File: config.mk
export PLATFORM = sky130hd
export DESIGN_NAME = reg_file_wb
export DESIGN_NICKNAME = d
export VERILOG_FILES = /design/src/rtl/cpu_pkg.sv /design/src/rtl/reg_scoreboard.sv /design/src/rtl/reg_file_wb.sv
export SDC_FILE = /design/constraint.sdc
export NUM_CORES = 2
export LEC_CHECK = 0
export BUFFER_PORTS_ARGS = -buffer_cell sky130_fd_sc_hd__buf_2
export CORE_MARGIN = 2
export CORE_UTILIZATION = 40
export DETAILED_ROUTE_END_ITERATION = 7
export PLACE_DENSITY = 0.56
export REMOVE_ABC_BUFFERS = 1
export SLEW_MARGIN = 10
export SYNTH_ARGS = -nofsm -noshare
export SYNTH_HDL_FRONTEND = slang
export SYNTH_SLANG_ARGS = --single-unit
File: constraint.sdc
create_clock -name clk -period 115.1 [get_ports clk]
set_input_delay 23.02 -clock clk [delete_from_list [all_inputs] [get_ports clk]]
set_output_delay 23.02 -clock clk [all_outputs]
set_load 0.05 [all_outputs]
File: src/rtl/cpu_pkg.sv
// Shared CPU constants and index/data typedefs, reused by decode, write-back and the register file.
package cpu_pkg;

  localparam int unsigned DATA_WIDTH = 64;
  localparam int unsigned ADDR_WIDTH = 5;
  localparam int unsigned NUM_REGS   = 32;
  localparam int unsigned ZERO_REG   = 31;

  typedef logic [ADDR_WIDTH-1:0] reg_idx_t;
  typedef logic [DATA_WIDTH-1:0] data_t;

  // Write-back request as seen by the register file.
  typedef struct packed {
    logic     valid;
    reg_idx_t idx;
    data_t    data;
  } wb_req_t;

  function automatic logic is_zero_reg(input reg_idx_t idx);
    return idx == reg_idx_t'(ZERO_REG);
  endfunction

endpackage

File: src/rtl/reg_scoreboard.sv
// Per-register pending-write scoreboard: tracks in-flight producers and flags RAW/WAW stalls.
module reg_scoreboard
  import cpu_pkg::*;
(
  input  logic                  clk,
  input  logic                  reset,
  input  logic                  issue_valid,
  input  logic [ADDR_WIDTH-1:0] issue_reg,
  input  logic                  retire_valid,
  input  logic [ADDR_WIDTH-1:0] retire_reg,
  input  logic [ADDR_WIDTH-1:0] read_reg1,
  input  logic [ADDR_WIDTH-1:0] read_reg2,
  output logic                  stall_c
);

  logic [NUM_REGS-1:0] pending;
  logic [NUM_REGS-1:0] pending_nxt;
  logic                hit1;
  logic                hit2;
  logic                waw;
  logic                issue_ok;

  // A register retiring this cycle is no longer a hazard: its value is on the bypass.
  always_comb begin
    hit1     = 1'b0;
    hit2     = 1'b0;
    waw      = 1'b0;
    issue_ok = 1'b0;
    stall_c  = 1'b0;

    hit1 = !is_zero_reg(read_reg1) && pending[read_reg1]
           && !(retire_valid && (retire_reg == read_reg1));
    hit2 = !is_zero_reg(read_reg2) && pending[read_reg2]
           && !(retire_valid && (retire_reg == read_reg2));
    waw  = issue_valid && !is_zero_reg(issue_reg) && pending[issue_reg]
           && !(retire_valid && (retire_reg == issue_reg));

    stall_c  = hit1 || hit2 || waw;
    issue_ok = issue_valid && !stall_c && !is_zero_reg(issue_reg);
  end

  // Set after clear so a new producer supersedes the one retiring on the same index.
  always_comb begin
    pending_nxt = pending;
    if (retire_valid) begin
      pending_nxt[retire_reg] = 1'b0;
    end
    if (issue_ok) begin
      pending_nxt[issue_reg] = 1'b1;
    end
  end

  always_ff @(posedge clk or posedge reset) begin
    if (reset) begin
      pending <= '0;
    end else begin
      pending <= pending_nxt;
    end
  end

endmodule

File: src/rtl/reg_file_wb.sv
// Architectural register file (32 x 64) fed by write-back, with bypassed combinational
// read ports and a pending-write scoreboard driving decode Stall.
module reg_file_wb
  import cpu_pkg::*;
(
  input  logic                  clk,
  input  logic                  reset,
  input  logic [ADDR_WIDTH-1:0] Reg2Write,
  input  logic [DATA_WIDTH-1:0] Data2Write,
  input  logic                  RegWrite,
  input  logic [ADDR_WIDTH-1:0] ReadReg1,
  input  logic [ADDR_WIDTH-1:0] ReadReg2,
  output logic [DATA_WIDTH-1:0] ReadData1,
  output logic [DATA_WIDTH-1:0] ReadData2,
  input  logic                  IssueValid,
  input  logic [ADDR_WIDTH-1:0] IssueReg,
  output logic                  Stall
);

  wb_req_t wb;
  data_t   regs [NUM_REGS];
  logic    sb_stall_c;

  assign wb = {RegWrite, Reg2Write, Data2Write};

  // Storage; the zero register is never written so it stays 0 from reset.
  always_ff @(posedge clk or posedge reset) begin
    if (reset) begin
      for (int unsigned i = 0; i < NUM_REGS; i++) begin
        regs[i] <= '0;
      end
    end else if (wb.valid && !is_zero_reg(wb.idx)) begin
      regs[wb.idx] <= wb.data;
    end
  end

  // Read ports: zero register, then same-cycle bypass, then stored value.
  always_comb begin
    ReadData1 = '0;
    ReadData2 = '0;
    if (!reset) begin
      if (!is_zero_reg(ReadReg1)) begin
        ReadData1 = (wb.valid && (wb.idx == ReadReg1)) ? wb.data : regs[ReadReg1];
      end
      if (!is_zero_reg(ReadReg2)) begin
        ReadData2 = (wb.valid && (wb.idx == ReadReg2)) ? wb.data : regs[ReadReg2];
      end
    end
  end

  reg_scoreboard u_scoreboard (
    .clk          (clk),
    .reset        (reset),
    .issue_valid  (IssueValid),
    .issue_reg    (IssueReg),
    .retire_valid (wb.valid),
    .retire_reg   (wb.idx),
    .read_reg1    (ReadReg1),
    .read_reg2    (ReadReg2),
    .stall_c      (sb_stall_c)
  );

  assign Stall = !reset && sb_stall_c;

endmodule

# Word level (Yosys, flattened, before mapping)
# Index checks and enable logic that the tools add are counted.
[op_classes]
order_cmp = 10
eq_ne = 7
n_mux = 27
bitwise = 6
reduce_logical = 28
[ops]
columns = ["op", "count"]
rows = [
  ["2048-bit bitwise mux", 1],
  ["64-bit two-way mux", 11],
  ["64-bit binary-select mux with 5-bit select", 2],
  ["64-bit demux with 5-bit select", 1],
  ["32-bit two-way mux", 2],
  ["32-bit AND", 1],
  ["32-bit inverter", 1],
  ["32-bit OR", 1],
  ["5-bit by 6-bit less-than comparator with 1-bit output (second input constant)", 4],
  ["5-bit == test (second input constant)", 4],
  ["6-bit >= comparator (second input constant)", 3],
  ["5-bit inverter with 6-bit output", 3],
  ["1-bit logical AND", 17],
  ["1-bit binary-select mux with 5-bit select", 3],
  ["5-bit == test", 3],
  ["1-bit demux with 5-bit select", 2],
  ["5-bit by 1-bit >= comparator with 1-bit output (second input constant)", 2],
  ["1-bit logical NOT", 9],
  ["6-bit by 1-bit less-than comparator with 1-bit output (second input constant)", 1],
  ["1-bit two-way mux", 5],
  ["1-bit logical OR", 2],
]
[totals]
register_bits = 2080
input_bits = 88
wordCells = 111

# Depth between registers and ports, before layout
[depth]
depth_word = 10
depth_mapped = 11

# Cells and area by module
# A second synthesis with hierarchy kept.
[unflattened]
hier_cells = 7402
area_unflattened_um2 = 112754.4
[modules_own_cells]
columns = ["mod", "instances", "cells_each", "area_each_um2"]
rows = [
  ["reg_file_wb", 1, 7139, 110111.9],
  ["reg_scoreboard", 1, 263, 2642.5],
]

# Least setup slack after synthesis
# No wires, ideal clock.
[synth_timing]
path_kind = "in2out"
from = "input reset"
to = "output ReadData2[0]"
t_arrival_ns = 79.613
required_time_ns = 92.080
path_slack_ns = 12.467
stages = 3
path_cell_list = "inv_1 > o21ai_1 > a211oi_1"
[synth_via]
elab_chain_cells = 1
[synth_rtl]
columns = ["element", "line_no", "text"]
rows = [
  ["from (decl)", "reg_file_wb.sv:7", "input logic reset,"],
  ["64-bit two-way mux", "reg_file_wb.sv:41", "if (!reset) begin"],
  ["to (decl)", "reg_file_wb.sv:14", "output logic [DATA_WIDTH-1:0] ReadData2,"],
]
# Every way passes these cells.

# Worst setup path after layout
[layout_timing]
from = "input ReadReg2[1]"
to = "output ReadData2[40]"
[layout_via]
elab_chain_cells = 7
elab_cells_between_ends = 10
[layout_rtl]
columns = ["element", "line_no", "text"]
rows = [
  ["from (decl)", "reg_file_wb.sv:12", "input logic [ADDR_WIDTH-1:0] ReadReg2,"],
  ["5-bit inverter with 6-bit output (not written as such)", "reg_file_wb.sv:46", "ReadData2 = (wb.valid && (wb.idx == ReadReg2)) ? wb.data : regs[ReadReg2];"],
  ["64-bit binary-select mux with 5-bit select", "reg_file_wb.sv:46", ""],
  ["64-bit two-way mux (not written as such) (2 in a row)", "reg_file_wb.sv:46", ""],
  ["64-bit two-way mux", "reg_file_wb.sv:46", ""],
  ["64-bit two-way mux *", "reg_file_wb.sv:45", "if (!is_zero_reg(ReadReg2)) begin"],
  ["64-bit two-way mux *", "reg_file_wb.sv:41", ""],
]
# Every way passes the cells marked *; elsewhere a longest branch is shown, timed or not. The select of a mux whose other input is x is not followed.

==> flow_summary.rst <==
.. list-table::
   :header-rows: 1

   * - Metric
     - Value
   * - Status
     - completed
   * - First drt pass iteration count
     - 6
   * - Buffers inserted during post-CTS setup optimization
     - 0
   * - Die width
     - 532 um
   * - Worst EP arrival
     - 28.55 ns
   * - Global-route wire length before repair
     - 518 mm
   * - Post-route fraction of the period consumed by the critical path
     - 0.448
   * - Clock transition at path regs
     - 0.05 ns
   * - Antenna violations before repair
     - 25
   * - Gr usage total
     - 0.250
   * - Pwr Density
     - 17.9 nW/um2
   * - Share of final-layout standard cells stronger than drive strength 1
     - 0.583
   * - Worst hold slack after final layout
     - 0.392 ns
   * - Largest vdd supply drop
     - 0.0174 mV
   * - Number of buffers on the longest clock path
     - 3
   * - Violation count after the first detailed-routing iteration
     - 5,566
   * - Total wire length
     - 355 mm
   * - TritonCTS clock tree
     - built
   * - Die area
     - 283,000 um2
   * - Count of warnings emitted by yosys
     - 0
   * - Number of remaining DRC errors
     - 0
   * - Count of buffers inserted at the top-level ports
     - 216
   * - Worst clock skew
     - 0.00562 ns
   * - Area overhead of the layout relative to synthesis
     - 10.3%
   * - Required @ worst endpoint
     - 92.08 ns
   * - Transition time of the tightest slew-check pin
     - 1.26 ns
   * - Critical path type
     - in2out
   * - Startpoint class of the critical path
     - input pin
   * - Post-synthesis cell area
     - 112,000 um2
   * - Endpoint class of the critical path
     - output pin
   * - Final critical path time including I/O delays and setup
     - 51.57 ns
   * - Max-capacitance violation count
     - 0
   * - Combined area of the multi-input logic cells
     - 56,100 um2
   * - Vias after detailed routing
     - 67,100
   * - Final weighted congestion of routability-driven global placement
     - 0.790
   * - Number of global-route vias before repair
     - 70,200
   * - DP Cell Count
     - 10,200
   * - Total core area
     - 277,000 um2
   * - Net count reported at finish
     - 6,830
   * - Post-route non-filler standard cell count
     - 10,600
   * - Post-synth EDFFs
     - 0
   * - Average cell area after synthesis
     - 16.0 um2
   * - Ports placed on the boundary
     - 217
   * - Post-synthesis cell count
     - 6,985
   * - Total clock buffers created by CTS
     - 232
   * - Number of setup violations in the final report
     - 0
   * - Utilization after layout
     - 0.444
   * - Count of different cell masters after synthesis
     - 49
   * - Internal reg-to-reg setup slack
     - 112.35 ns
   * - Slew HR
     - 0.158
   * - Wire length per cell
     - 33.3 um
   * - Sink Count
     - 2,080
   * - Remaining Overflow, GRT
     - 0
   * - Maximum number of pins on one net before global-route repair
     - 172
   * - Starting density of the core
     - 0.403
   * - Top flip-flop cell by instance count after synthesis
     - sky130_fd_sc_hd__dfrtp_1
   * - Reported leakage power
     - 52.4 nW
   * - Max Clock Freq
     - 19.4 MHz
   * - Maximum level of the CTS H-tree
     - 4
   * - Worst-case setup margin in the final layout
     - 63.53 ns
   * - Place WS
     - 63.57 ns
   * - Clock root buffer
     - sky130_fd_sc_hd__clkbuf_16
   * - Fraction of the yosys area taken by sequential cells
     - 0.467
   * - Min-Delay Path Class
     - reg2reg
   * - Placed Area
     - 115,000 um2
   * - Resized Gates After CTS
     - 0
   * - Critical Path Fanout Max
     - 58
   * - Synth Register Bits
     - 2,080
   * - Count of final hold-check violations
     - 0
   * - Clock insertion delay at the later pin of the skew report
     - 0.88 ns
   * - Layout fillers
     - 24,200
   * - Share of synthesized flip-flops with an asynchronous set or reset
     - 1.00
   * - Half-perimeter wire length after placement
     - 193 mm
   * - Flip-flop and latch area
     - 52,000 um2
   * - Number of nets with antenna violations after routing
     - 0
   * - Final Max Tran Viols
     - 0
   * - Via density per instance
     - 6.30
   * - Cell row count
     - 193
   * - Y dimension of the die
     - 532 um
   * - Finished Cell Area
     - 123,000 um2
   * - Setup repair after global routing missed its margin
     - false
   * - # hold bufs at CTS
     - 0
-- cells by family (layout without fill, tap and decap cells) --
| logic type | Yosys count | count (layout) | share of synthesized area |
|---|---|---|---|
| AOI/OAI and AO/OA | 242 | 242 | 0.0141 |
| xor gates and xnor gates | 15 | 15 | 0.00118 |
| buffers and inverters | 847 | 798 | 0.0328 |
| DFF | 2080 | 2080 | 0.467 |
| muxes | 3386 | 3386 | 0.469 |
| other | 0 | 4 | 0 |
| and+or+nand+nor | 415 | 415 | 0.0166 |
-- Yosys cell counts (all sizes together), types with 2 or more instances --
master     n  share of area
nand4     31         0.0017
nor4       2        0.00011
and2      17        0.00095
o21a       2        0.00013
o311a      2        0.00018
nand3b     6        0.00040
mux2i    117          0.010
a31oi      3        0.00017
and3b      2        0.00016
dfrtp   2080           0.47
a21oi      3        0.00013
nand3     45         0.0020
nor3      16        0.00072
buf      240          0.012
nor2     151         0.0051
nor2b      2        0.00011
o211ai     8        0.00054
nor3b      7        0.00047
xnor2      4        0.00031
xor2      11        0.00086
a211oi   115         0.0077
inv        5        0.00017
mux2    1998           0.20
nand4b     3        0.00024
mux4    1271           0.26
o21ai     97         0.0044
nand2    129         0.0043
clkbuf   602          0.020
-- where the power goes --
group / switching [W] / internal (W)
Sequential: 0.000101 / 0.000871
Clock: 0.000313 / 0.000452
Combinational: 0.000191 / 0.000278
Total: 0.000605 / 0.00160
-- registers in the layout, summed over array words and instances, names as in the netlist --
name	flops
regs	2048
u_scoreboard.pending	32
-- worst max-delay path: stages --
cell and delay, ns:
sky130_fd_sc_hd__buf_8 0.38, sky130_fd_sc_hd__buf_4 0.71, sky130_fd_sc_hd__buf_4 0.72, sky130_fd_sc_hd__buf_4 0.72
sky130_fd_sc_hd__buf_4 0.86, sky130_fd_sc_hd__mux4_2 0.41, sky130_fd_sc_hd__mux4_2 0.49, sky130_fd_sc_hd__nand2_1 0.11
sky130_fd_sc_hd__nand3_1 0.26, sky130_fd_sc_hd__o21ai_0 0.26, sky130_fd_sc_hd__nor2_1 0.10, sky130_fd_sc_hd__buf_2 0.27
-- placed cells by master (no fill, tap or decap), drive strengths merged, types with 3 or more instances in the layout --
master	instances
xnor2	4
diode	4
nor3	16
clkbuf	354
buf	364
dfrtp	2080
o21ai	97
clkinv	50
inv	9
nand3	45
and2	17
nand2	129
a31oi	3
bufinv	18
nand3b	6
xor2	11
clkinvlp	3
a21oi	3
mux4	1271
o211ai	8
a211oi	115
nand4	31
nor2	151
mux2i	117
nor3b	7
nand4b	3
mux2	1998
-- cell type report --
cell class,instances,share of cell area
inverters,5,0.000325
clock inverters,75,0.00732
repair buffers,365,0.0195
clock buffers,353,0.0563
multi-input cells,4058,0.456
flip-flops and latches,2080,0.423
diodes,4,0.0000813
well taps,3705,0.0377
-- routing by layer --
metal	global-route usage	share of wire	vias up
li1	-	-	26700
met1	0.357	0.44	37500
met2	0.391	0.47	2303
met3	0.0469	0.064	525
met4	0.0668	0.026	10
met5	0	0.00016	-
-- worst paths after layout --
path / from / end / cells past startpoint
worst min-delay path: regs[55] / regs[55] / 0
min in group asynchronous: reset / u_scoreboard.pending[28] / 2
worst max-delay path: ReadReg2[1] / ReadData2[40] / 12
worst min register to register: regs[55] / regs[55] / 0
max in group asynchronous: reset / regs[136] / 7
worst max register to register: u_scoreboard.pending[11] / u_scoreboard.pending[17] / 6
-- per-stage QoR --
step / TNS, ns / total power [W]
after floorplan: -620.08 / 0.00131
after global placement: 0 / 0.00143
after detailed placement: 0 / 0.00145
after CTS: 0 / 0.00222
after global routing: 0 / 0.00230
final: 0 / 0.00221
Power figures use the tool's default switching activity.
